<file path="src/rtl/video_pointer_ctrl.sv">
// video_pointer_ctrl
// Hardware mouse-pointer overlay. A 32x32 sprite is placed at (pos_x, pos_y)
// in beam coordinates. Each beam pixel is tested against the sprite window,
// and the matching sprite word is fetched from an external synchronous-read
// RAM. The result is presented to the compositor two cycles after the pixel
// coordinates. A small CPU port gives access to the position and control
// registers and posts writes into the sprite RAM. Sprite writes share the RAM
// port with the video fetch, and the video fetch always wins.
//
// Ports
//   clk, reset            clock; asynchronous active-high reset
//   x, y, visible         beam position and active-area flag
//   cpu_sel/we/addr/wdata CPU request (held until cpu_ack)
//   cpu_rdata, cpu_ack    read data and one-cycle completion pulse
//   spr_addr/we/wdata     sprite RAM port (address/strobe/data)
//   spr_rdata             sprite RAM read data, one cycle after spr_addr
//   pointer_r/g/b/opaque  pointer pixel to the compositor
module video_pointer_ctrl #(
    parameter int SPR_W = 13
) (
    input  logic             clk,
    input  logic             reset,
    input  logic [15:0]      x,
    input  logic [15:0]      y,
    input  logic             visible,
    input  logic             cpu_sel,
    input  logic             cpu_we,
    input  logic [11:0]      cpu_addr,
    input  logic [15:0]      cpu_wdata,
    output logic [15:0]      cpu_rdata,
    output logic             cpu_ack,
    output logic [9:0]       spr_addr,
    output logic             spr_we,
    output logic [SPR_W-1:0] spr_wdata,
    input  logic [SPR_W-1:0] spr_rdata,
    output logic [3:0]       pointer_r,
    output logic [3:0]       pointer_g,
    output logic [3:0]       pointer_b,
    output logic             pointer_opaque
);

    typedef enum logic [1:0] {
        IDLE = 2'd0,
        PEND = 2'd1,
        ACK  = 2'd2,
        WAIT = 2'd3
    } cpu_state_t;

    cpu_state_t state, state_nxt;

    logic [15:0]      pos_x;
    logic [15:0]      pos_y;
    logic             enable;
    logic [9:0]       pend_addr;
    logic [SPR_W-1:0] pend_data;

    logic [15:0] dx_p0;
    logic [15:0] dy_p0;
    logic        hit_p0;
    logic        hit_p1;
    logic        hit_p2;

    logic        accept_imm;
    logic        accept_wr;
    logic        reg_wr;
    logic        reg_rd;
    logic        wr_issue;
    logic [15:0] reg_rval;
    logic        unused_addr_bit;

    assign unused_addr_bit = cpu_addr[10];

    // Stage 0: window test on the incoming pixel. Modulo-2^16 subtraction makes
    // a sprite hanging off the left/top edge (pos near 0xFFFF) wrap naturally.
    assign dx_p0  = x - pos_x;
    assign dy_p0  = y - pos_y;
    assign hit_p0 = enable & visible & (dx_p0 < 16'd32) & (dy_p0 < 16'd32);

    // CPU request decode; only meaningful while IDLE.
    assign accept_imm = (state == IDLE) & cpu_sel & (~cpu_addr[11] | ~cpu_we);
    assign accept_wr  = (state == IDLE) & cpu_sel & cpu_we & cpu_addr[11];
    assign reg_wr     = accept_imm & cpu_we & ~cpu_addr[11];
    assign reg_rd     = accept_imm & ~cpu_we & ~cpu_addr[11];

    // A posted sprite write takes the RAM port only in a cycle the video side
    // leaves free. spr_we doubles as the "already issued" marker, so a write
    // issues exactly once.
    assign wr_issue = (state == PEND) & ~spr_we & ~hit_p0;

    always_comb begin
        reg_rval = 16'h0000;
        case (cpu_addr[1:0])
            2'd0: reg_rval = pos_x;
            2'd1: reg_rval = pos_y;
            2'd2: reg_rval = {15'h0000, enable};
            2'd3: reg_rval = {14'h0000, (state == PEND), hit_p1};
            default: reg_rval = 16'h0000;
        endcase
    end

    always_comb begin
        state_nxt = state;
        case (state)
            IDLE: begin
                if (accept_wr) begin
                    state_nxt = PEND;
                end else if (accept_imm) begin
                    state_nxt = ACK;
                end
            end
            PEND: begin
                if (spr_we) begin
                    state_nxt = ACK;
                end
            end
            ACK:  state_nxt = WAIT;
            WAIT: begin
                if (!cpu_sel) begin
                    state_nxt = IDLE;
                end
            end
            default: state_nxt = IDLE;
        endcase
    end

    assign cpu_ack = (state == ACK);

    always_ff @(posedge clk or posedge reset) begin
        if (reset) begin
            state     <= IDLE;
            pos_x     <= '0;
            pos_y     <= '0;
            enable    <= 1'b0;
            hit_p1    <= 1'b0;
            hit_p2    <= 1'b0;
            spr_we    <= 1'b0;
            spr_addr  <= '0;
            spr_wdata <= '0;
            cpu_rdata <= '0;
        end else begin
            state <= state_nxt;

            // Stage 1: hit registered, RAM address presented (video or CPU write).
            hit_p1 <= hit_p0;
            spr_we <= wr_issue;
            if (hit_p0) begin
                spr_addr <= {dy_p0[4:0], dx_p0[4:0]};
            end else if (wr_issue) begin
                spr_addr <= pend_addr;
            end else begin
                spr_addr <= '0;
            end
            spr_wdata <= wr_issue ? pend_data : '0;

            // Stage 2: hit aligned with the RAM read data.
            hit_p2 <= hit_p1;

            // Read data exists only in the ACK cycle; sprite reads return zero.
            cpu_rdata <= reg_rd ? reg_rval : 16'h0000;

            if (reg_wr) begin
                case (cpu_addr[1:0])
                    2'd0: pos_x  <= cpu_wdata;
                    2'd1: pos_y  <= cpu_wdata;
                    2'd2: enable <= cpu_wdata[0];
                    default: ;
                endcase
            end
        end
    end

    // Posted-write holding registers; only read while PEND, so no reset needed.
    always_ff @(posedge clk) begin
        if (accept_wr) begin
            pend_addr <= cpu_addr[9:0];
            pend_data <= cpu_wdata[SPR_W-1:0];
        end
    end

    // The RAM returns data one cycle after the stage-1 address, so the pixel
    // is gated by the stage-2 hit rather than registered again; this keeps the
    // pixel-to-pointer latency at two cycles.
    assign pointer_opaque = hit_p2 & spr_rdata[12];
    assign pointer_r      = hit_p2 ? spr_rdata[11:8] : 4'h0;
    assign pointer_g      = hit_p2 ? spr_rdata[7:4]  : 4'h0;
    assign pointer_b      = hit_p2 ? spr_rdata[3:0]  : 4'h0;

endmodule

</file>
<file path="config.mk">
export PLATFORM = sky130hd
export DESIGN_NAME = video_pointer_ctrl
export DESIGN_NICKNAME = d
export VERILOG_FILES = /design/src/rtl/video_pointer_ctrl.sv
export SDC_FILE = /design/constraint.sdc
export NUM_CORES = 1
export LEC_CHECK = 0
export ABC_CLOCK_PERIOD_IN_PS = 4200
export BUFFER_PORTS_ARGS = -buffer_cell sky130_fd_sc_hd__buf_4
export CORE_MARGIN = 2
export CORE_UTILIZATION = 49
export CTS_CLUSTER_SIZE = 30
export DETAILED_ROUTE_END_ITERATION = 10
export GPL_TIMING_DRIVEN = 1
export PLACE_DENSITY_LB_ADDON = 0.25
export SYNTH_ARGS = -nofsm -noshare
export SYNTH_HDL_FRONTEND = slang
export SYNTH_SLANG_ARGS = --single-unit
</file>
<file path="constraint.sdc">
create_clock -name clk -period 4.2 [get_ports clk]
set_input_delay 1.05 -clock clk [delete_from_list [all_inputs] [get_ports clk]]
set_output_delay 1.05 -clock clk [all_outputs]
set_load 0.01 [all_outputs]
</file>
==> reports/qor.tcl, run 1 <==
set qor(drt_pre_antenna_iters) 5
set qor(tightest_slew_ps) 922
set qor(synth_largest_type_area_fraction_pct) 35.9
set qor(postSynthNetCount) 639
set qor(path_max_fanout) 24
set qor(final_util_pct) 62.3
set qor(vias_per_cell) 5.32
set qor(num_antenna_cells) 0
set qor(vias_in_the_first_global_route) 4132
set qor(cp_num_buf_inv) 4
set qor(gp_congestion) 0.905
set qor(run_status) {finished clean}
set qor(cpMaxStageDelayCell) {sky130_fd_sc_hd__fa_1}
set qor(layout-drive-gt1-share_pct) 25.5
set qor(grt_antenna_before_repair) 0
set qor(netlist.top_cell.by_area) {sky130_fd_sc_hd__dfrtp_1}
set qor(critical_path.cell_chain) {buf_4 > inv_1 > ha_1 > inv_1 > fa_1 > a21oi_1 > o221ai_2 > a211o_1 > a21oi_1 > xnor2_1 > nand4b_1 > a2111o_1 > nor4_4 > buf_12 > mux2i_1}
set qor(largest_stage_delay_worst_path_ps) 430
set qor(grt_util_all_layers_pct) 22.6
set qor(cap_viol_max_count) 0
set qor(r2r_cells) 13
set qor(die-area_mm2) 0.0118
set qor(cts.root.buffer_cell) {sky130_fd_sc_hd__clkbuf_8}
set qor(worst_r2r_endpoint) {spr_addr[5]}
set qor(synth_warnings) 0
set qor(floorplan.initialDensity_pct) 49.9
set qor(number_of_distinct_library_cells_after_synthesis) 56
set qor(remaining_drc_errors) 0
set qor(cts-buffers-inserted) 9
set qor(hold-path-endpoint) {hit_p2}
set qor(global_route.overflow_total) 0
set qor(drt.antenna.violating_nets) 0
set qor(fillerInstances) 909
set qor(report.final.hold_viol_count) 0
set qor(ys_seq_elements) 100
set qor(post-route-min-period_ps) 3810
set qor(worst_hold_margin_ps) 417
set qor(critical_path.reg2reg.startpoint) {pos_y[0]}
set qor(number_of_instances_resized_during_post_cts_repair) 0
set qor(number_of_cells_traversed_by_the_worst_hold_path) 0
set qor(pin_count_of_the_biggest_net_entering_global_routing) 45
set qor(route.vias.total) 4254
set qor(worstSetupStartpointType) {input pin}
set qor(accumulated_negative_setup_slack_ps) 0
set qor(tritoncts) {done}
set qor(timing_max_transition_violations_final) 0
set qor(drtIter0Drc) 191
set qor(holdCritStartpoint) {hit_p1}
set qor(relSlewSlack_pct) 38.4
set qor(syn_to_final_growth_pct) 24.8
set qor(clock_sink_count) 100
set qor(finish.net_count) 770
set qor(layout_setup_ws_ps) 394
set qor(fp.dieH_um) 109
set qor(num_rows) 38
set qor(avgSynthCellArea_um2) 10.2
set qor(path_delay_family) {compound AO/OA/AOI/OAI gates}
set qor(worst_setup_path_type) {input pin to flop}
set qor(power.density_cell_area_mw_per_mm2) 558
set qor(synth_area_mm2) 0.00536
set qor(wire_length_of_the_first_global_routing_pass_um) 20200
set qor(wl_per_cell_um) 16.0
set qor(number_of_synthesized_flops_with_an_enable_pin) 23
set qor(fin_clk_skew_ps) 10.7
set qor(synth_cells) 524
set qor(worst_setup_path_end_kind) {flop}
set qor(fmax_mhz) 263
set qor(totalWireLength_um) 12800
set qor(ios) 132
set qor(static-leakage-power_nw) 3.22
set qor(power.total_mw) 3.74
set qor(synth.area.top_cells) {sky130_fd_sc_hd__dfrtp_1 36%, sky130_fd_sc_hd__edfxtp_1 13%, sky130_fd_sc_hd__ha_1 8.2%}
set qor(clkTransAtPathRegs_ps) 100
set qor(cts-htree-levels) 3
set qor(clk-insertion-delay-late_ps) 370
set qor(power.ir.vdd_worst_mv) 0.272
set qor(proportion_of_synthesized_flip_flops_having_asynchronous_set_or_reset_pct) 77.0
set qor(dp_slack_ps) -2.18
set qor(coreArea_mm2) 0.0107
set qor(port_buffer_cells) 130
set qor(period_share_pct) 90.6
set qor(dominantRegCellSynth) {sky130_fd_sc_hd__dfrtp_1}
set qor(finalSetupViolations) 0
set qor(cts_max_path_buffers) 2
set qor(detailed_placement_wirelength_estimate_um) 10100
set qor(hold_wc_path_type) {flop to flop}
set qor(synth_seq_area_share_pct) 48.8
set qor(rsz0062_at_grt) {no}
set qor(worstPathRequired_ps) 4500
set qor(crit_arrival_ps) 4100
set qor(r2r_slack_ps) 730
set qor(ctsHoldBuffers) 0
set qor(post_cts_buffers) 0
set qor(die_width_um) 109
==> flip-flops by register name, summed over array words and instances, names as in the netlist, 2 cells and up <==
register,cells
cpu_rdata,16
pend_addr,10
pend_data,13
pos_x,16
pos_y,16
spr_addr,10
spr_wdata,13
state,2
==> worst reg2reg max path, cell delays in order (launching register included) <==
cell and delay, ps:
sky130_fd_sc_hd__dfrtp_1 450, sky130_fd_sc_hd__ha_1 200, sky130_fd_sc_hd__inv_1 60, sky130_fd_sc_hd__fa_1 430
sky130_fd_sc_hd__a21oi_1 250, sky130_fd_sc_hd__o221ai_2 150, sky130_fd_sc_hd__a211o_1 290, sky130_fd_sc_hd__a21oi_1 180
sky130_fd_sc_hd__xnor2_1 140, sky130_fd_sc_hd__nand4b_1 120, sky130_fd_sc_hd__a2111o_1 360, sky130_fd_sc_hd__nor4_4 320
sky130_fd_sc_hd__buf_12 230, sky130_fd_sc_hd__mux2i_1 220
==> logic make-up after synthesis <==
group,Yosys count,synth area share [%]
flops,100,48.8
xor+xnor,17,2.78
mux,32,6.32
simple gates,164,15.4
fa+ha+maj,37,8.91
compound gates,112,13.2
buf+inv,62,4.57
==> final cells by class <==
class	count	area [µm²]	area share (%)
clock buffers	9	124	1.85
clock inverters	7	51.3	0.766
inverters	44	165	2.47
multi-input cells	362	2510	37.5
flip-flops and latches	100	2620	39.1
well taps	140	175	2.62
repair buffers	138	1050	15.7
==> worst max-delay path by stage <==
stage	start	to	slack, ps	depth (start not counted)
3_3_place_gp	y[0]	spr_addr[8]	90	15
5_1_grt	x[0]	spr_addr[1]	180	14
2_1_floorplan	y[0]	spr_addr[3]	230	14
4_1_cts	y[0]	spr_addr[5]	390	15
6_report	y[0]	spr_addr[5]	390	15
3_5_place_dp	y[0]	spr_addr[5]	-2	15
==> metal layers <==
metal / part of all wire [%] / GRT usage, % / up-vias
li1: - / - / 2091
met1: 41 / 29.9 / 2013
met2: 49 / 37.6 / 135
met3: 7.5 / 3.86 / 15
met4: 1.5 / 8.06 / 0
met5: 0 / 0 / -
==> placed cells by master, fill, tap and decap left out, types with 3 or more instances in the layout <==
cell type / netlist / routed
sky130_fd_sc_hd__and3_1: 4 / 4
sky130_fd_sc_hd__o2111ai_1: 3 / 3
sky130_fd_sc_hd__a211oi_1: 5 / 5
sky130_fd_sc_hd__nor3b_1: 15 / 14
sky130_fd_sc_hd__o211ai_1: 3 / 3
sky130_fd_sc_hd__nand2b_1: 7 / 7
sky130_fd_sc_hd__xnor2_1: 9 / 9
sky130_fd_sc_hd__nand2_1: 61 / 61
sky130_fd_sc_hd__a21o_1: 6 / 6
sky130_fd_sc_hd__edfxtp_1: 23 / 23
sky130_fd_sc_hd__nor2b_1: 7 / 7
sky130_fd_sc_hd__a31oi_1: 3 / 3
sky130_fd_sc_hd__a21oi_1: 23 / 23
sky130_fd_sc_hd__and2_1: 14 / 14
sky130_fd_sc_hd__nor3_1: 4 / 3
sky130_fd_sc_hd__nand3_1: 12 / 12
sky130_fd_sc_hd__buf_4: 1 / 137
sky130_fd_sc_hd__inv_1: 44 / 43
sky130_fd_sc_hd__dfrtp_1: 77 / 77
sky130_fd_sc_hd__o21ai_0: 42 / 42
sky130_fd_sc_hd__o22ai_1: 3 / 3
sky130_fd_sc_hd__clkbuf_8: 0 / 9
sky130_fd_sc_hd__mux2i_1: 26 / 26
sky130_fd_sc_hd__mux2_2: 5 / 5
sky130_fd_sc_hd__ha_1: 35 / 35
sky130_fd_sc_hd__nor2_1: 30 / 29
sky130_fd_sc_hd__xor2_1: 8 / 8
==> synthesized netlist by cell type, types with 2 or more instances <==
| cell type | n |
|---|---|
| sky130_fd_sc_hd__dfrtp_1 | 77 |
| sky130_fd_sc_hd__nand2_1 | 61 |
| sky130_fd_sc_hd__inv_1 | 44 |
| sky130_fd_sc_hd__o21ai_0 | 42 |
| sky130_fd_sc_hd__ha_1 | 35 |
| sky130_fd_sc_hd__nor2_1 | 30 |
| sky130_fd_sc_hd__mux2i_1 | 26 |
| sky130_fd_sc_hd__a21oi_1 | 23 |
| sky130_fd_sc_hd__edfxtp_1 | 23 |
| sky130_fd_sc_hd__nor3b_1 | 15 |
| sky130_fd_sc_hd__and2_1 | 14 |
| sky130_fd_sc_hd__clkbuf_1 | 13 |
| sky130_fd_sc_hd__nand3_1 | 12 |
| sky130_fd_sc_hd__xnor2_1 | 9 |
| sky130_fd_sc_hd__xor2_1 | 8 |
| sky130_fd_sc_hd__nand2b_1 | 7 |
| sky130_fd_sc_hd__nor2b_1 | 7 |
| sky130_fd_sc_hd__a21o_1 | 6 |
| sky130_fd_sc_hd__a211oi_1 | 5 |
| sky130_fd_sc_hd__mux2_2 | 5 |
| sky130_fd_sc_hd__and3_1 | 4 |
| sky130_fd_sc_hd__nor3_1 | 4 |
| sky130_fd_sc_hd__a31oi_1 | 3 |
| sky130_fd_sc_hd__o2111ai_1 | 3 |
| sky130_fd_sc_hd__o211ai_1 | 3 |
| sky130_fd_sc_hd__o22ai_1 | 3 |
| sky130_fd_sc_hd__a2111o_1 | 2 |
| sky130_fd_sc_hd__a211o_1 | 2 |
| sky130_fd_sc_hd__a21boi_0 | 2 |
| sky130_fd_sc_hd__a21oi_2 | 2 |
| sky130_fd_sc_hd__a41o_1 | 2 |
| sky130_fd_sc_hd__buf_1 | 2 |
| sky130_fd_sc_hd__fa_1 | 2 |
| sky130_fd_sc_hd__nand3b_1 | 2 |
| sky130_fd_sc_hd__nor4_1 | 2 |
| sky130_fd_sc_hd__o21a_1 | 2 |
| sky130_fd_sc_hd__o21ai_1 | 2 |
| sky130_fd_sc_hd__o221ai_1 | 2 |
==> power by group <==
part	total, mW	switching (mW)	leakage, nW	internal [mW]
Sequential	1.34	0.121	1.17	1.22
Clock	0.558	0.340	0.0828	0.218
Combinational	1.84	1.05	1.96	0.789
==> through the flow <==
stage	cell area [µm²]	instances
global route	6690	800
finish	6690	800
detailed placement	6520	784
global placement	6520	784
CTS	6690	800
floorplan	5360	524
(Power assumes the default switching activity.)
==> inputs of run 2 (changes only) <==
Settings changed: CORE_UTILIZATION 49 to 44.
==> reports/qor.tcl, run 2 (synthesis gave the netlist of run 1 again) <==
set qor(wl_per_cell_um) 16.6 ;# +3.3%
set qor(power.density_cell_area_mw_per_mm2) 603 ;# +8.1%
set qor(power.total_mw) 4.16 ;# +11%
set qor(r2r_slack_ps) 680 ;# -50 ps
set qor(vias_in_the_first_global_route) 4181 ;# +1.2%
set qor(relSlewSlack_pct) 45.6 ;# +7.2 points
set qor(clk-insertion-delay-late_ps) 350 ;# -20 ps
set qor(fmax_mhz) 250 ;# -4.7%
set qor(drt.antenna.violating_nets) 0 ;# unchanged
set qor(power.ir.vdd_worst_mv) 0.269 ;# -1.2%
set qor(ctsHoldBuffers) 0 ;# unchanged
set qor(finish.net_count) 773 ;# +0.39%
set qor(placed_cell_area_mm2) 0.00655 ;# +0.48%
set qor(number_of_cells_traversed_by_the_worst_hold_path) 0 ;# unchanged
set qor(design_area_mm2) 0.00689 ;# +3.0%
set qor(layout_top_registers) {cpu_rdata (16), pos_x (16), pos_y (16)}
set qor(fin_clk_skew_ps) 8.17 ;# -2.53 ps
set qor(path_max_fanout) 10 ;# -58%
set qor(clkTransAtPathRegs_ps) 70 ;# -30 ps
set qor(report.final.hold_viol_count) 0 ;# unchanged
set qor(route.vias.total) 4279 ;# +0.59%
set qor(accumulated_negative_setup_slack_ps) 0 ;# unchanged
set qor(vias_per_cell) 5.28 ;# -0.65%
set qor(cts_max_path_buffers) 2 ;# unchanged
set qor(holdCritStartpoint) {hit_p1}
set qor(fin_cells) 810 ;# +1.3%
set qor(tritoncts) {done}
set qor(number_of_instances_resized_during_post_cts_repair) 0 ;# unchanged
set qor(drtIter0Drc) 228 ;# +19%
set qor(r2r_cells) 13 ;# unchanged
set qor(global_route.overflow_total) 0 ;# unchanged
set qor(num_antenna_cells) 0 ;# unchanged
set qor(post-route-min-period_ps) 4000 ;# +190 ps
set qor(worst_setup_path_type) {input pin to flop}
set qor(grt_util_all_layers_pct) 21.0 ;# -1.7 points
set qor(layout-drive-gt1-share_pct) 25.8 ;# +0.34 points
set qor(timing_max_transition_violations_final) 0 ;# unchanged
set qor(fp.dieH_um) 114 ;# +5.3%
set qor(ios) 132 ;# unchanged
set qor(die_width_um) 114 ;# +5.3%
set qor(worstSetupStartpointType) {input pin}
set qor(gp_congestion) 0.877 ;# -3.1%
set qor(detailed_placement_wirelength_estimate_um) 10600 ;# +4.6%
set qor(totalWireLength_um) 13400 ;# +4.6%
set qor(run_status) {finished clean}
set qor(cts-htree-levels) 3 ;# unchanged
set qor(worstPathRequired_ps) 4460 ;# -40 ps
set qor(clock_sink_count) 100 ;# unchanged
set qor(remaining_drc_errors) 0 ;# unchanged
set qor(leading_cell_type_in_the_layout_fill_and_taps_excluded) {sky130_fd_sc_hd__buf_4}
set qor(die-area_mm2) 0.0131 ;# +11%
set qor(cts-buffers-inserted) 9 ;# unchanged
set qor(syn_to_final_growth_pct) 28.6
set qor(worst_setup_path_end_kind) {flop}
set qor(drt_pre_antenna_iters) 4 ;# -1
set qor(critical_path.reg2reg.startpoint) {pos_y[0]}
set qor(hold_wc_path_type) {flop to flop}
set qor(floorplan.initialDensity_pct) 44.8 ;# -5.1 points
set qor(finalSetupViolations) 0 ;# unchanged
set qor(crit_arrival_ps) 4260 ;# +160 ps
set qor(final_cell_mix) {140 x sky130_fd_sc_hd__buf_4, 77 x sky130_fd_sc_hd__dfrtp_1, 61 x sky130_fd_sc_hd__nand2_1}
set qor(post_cts_buffers) 0 ;# unchanged
set qor(hold-path-endpoint) {hit_p2}
set qor(cell_count_post_placement) 794 ;# +1.3%
set qor(grt_antenna_before_repair) 0 ;# unchanged
set qor(pin_count_of_the_biggest_net_entering_global_routing) 33 ;# -27%
set qor(layout_setup_ws_ps) 205 ;# -190 ps
set qor(wire_length_of_the_first_global_routing_pass_um) 21000 ;# +3.9%
set qor(worst_r2r_endpoint) {spr_addr[8]}
set qor(rsz0062_at_grt) {no}
set qor(port_buffer_cells) 130 ;# unchanged
set qor(dp_slack_ps) -109 ;# -107 ps
set qor(period_share_pct) 95.1 ;# +4.5 points
set qor(num_rows) 40 ;# +5.3%
set qor(cts.root.buffer_cell) {sky130_fd_sc_hd__clkbuf_16}
set qor(cap_viol_max_count) 0 ;# unchanged
set qor(tightest_slew_ps) 812 ;# -111 ps
set qor(static-leakage-power_nw) 3.32 ;# +3.1%
set qor(coreArea_mm2) 0.0120 ;# +11%
run 2: cell types whose count changed in the layout (fill, tap and decap cells not counted):
cell,change
sky130_fd_sc_hd__clkbuf_16,+9
sky130_fd_sc_hd__buf_4,+3
sky130_fd_sc_hd__clkbuf_8,-8
sky130_fd_sc_hd__bufinv_16,+3
sky130_fd_sc_hd__clkbuf_1,+2
sky130_fd_sc_hd__inv_6,-1
sky130_fd_sc_hd__clkinvlp_4,-2
sky130_fd_sc_hd__inv_8,-1
sky130_fd_sc_hd__clkinv_1,-2
run 2: power by group:
| part | switching, mW | internal, mW | total, mW |
|---|---|---|---|
| Clock | 0.358 | 0.600 | 0.959 |
| Sequential | 0.125 | 1.22 | 1.35 |
| Combinational | 1.06 | 0.795 | 1.85 |
| Total | 1.54 | 2.62 | 4.16 |
run 2: worst max path at each step:
stage                     startpoint       endpoint  slack, ps  depth (start not counted)
final                           y[0]    spr_addr[8]        200                         15
after detailed placement        y[0]   spr_wdata[5]       -110                         15
after floorplan                 y[0]    spr_addr[3]        230                         14
after CTS                       y[0]    spr_addr[8]        240                         15
after global placement          y[0]  spr_wdata[11]        -40                         15
after global routing            y[0]   spr_wdata[5]         20                         15
run 2: worst max-delay path, stage by stage:
cell,delay [ps]
sky130_fd_sc_hd__buf_4,110
sky130_fd_sc_hd__inv_1,50
sky130_fd_sc_hd__ha_1,200
sky130_fd_sc_hd__inv_1,70
sky130_fd_sc_hd__fa_1,390
sky130_fd_sc_hd__a21oi_1,230
sky130_fd_sc_hd__o221ai_2,160
sky130_fd_sc_hd__a211o_1,310
sky130_fd_sc_hd__a21oi_1,190
sky130_fd_sc_hd__xnor2_1,150
sky130_fd_sc_hd__nand4b_1,130
sky130_fd_sc_hd__a2111o_1,370
sky130_fd_sc_hd__nor4_4,430
sky130_fd_sc_hd__buf_12,200
sky130_fd_sc_hd__mux2i_1,210
run 2: cell type report:
| cell class | instances | area [µm²] |
|---|---|---|
| Clock buffer | 12 | 246 |
| Clock inverter | 4 | 98.8 |
| Fill cell | 1006 | 5070 |
| Inverter | 44 | 165 |
| Multi-Input combinational cell | 362 | 2510 |
| Sequential cell | 100 | 2620 |
| Tap cell | 147 | 184 |
| Timing Repair Buffer | 141 | 1070 |
run 2: routing by layer:
| metal | routed length (µm) | GRT usage, % | up-vias |
|---|---|---|---|
| met5 | 0 | 0 | - |
| met4 | 146 | 5.37 | 0 |
| met3 | 547 | 3.23 | 8 |
| met2 | 6670 | 36.1 | 112 |
| met1 | 6060 | 27.8 | 2065 |
| li1 | - | - | 2094 |
run 2: stage by stage:
step / utilization [%] / hold WS, ps
floorplan: - / 349
CTS: 57.6 / 417
global route: 57.6 / 419
global placement: 54.7 / 408
detailed placement: 54.7 / 402
finish: 57.6 / 428
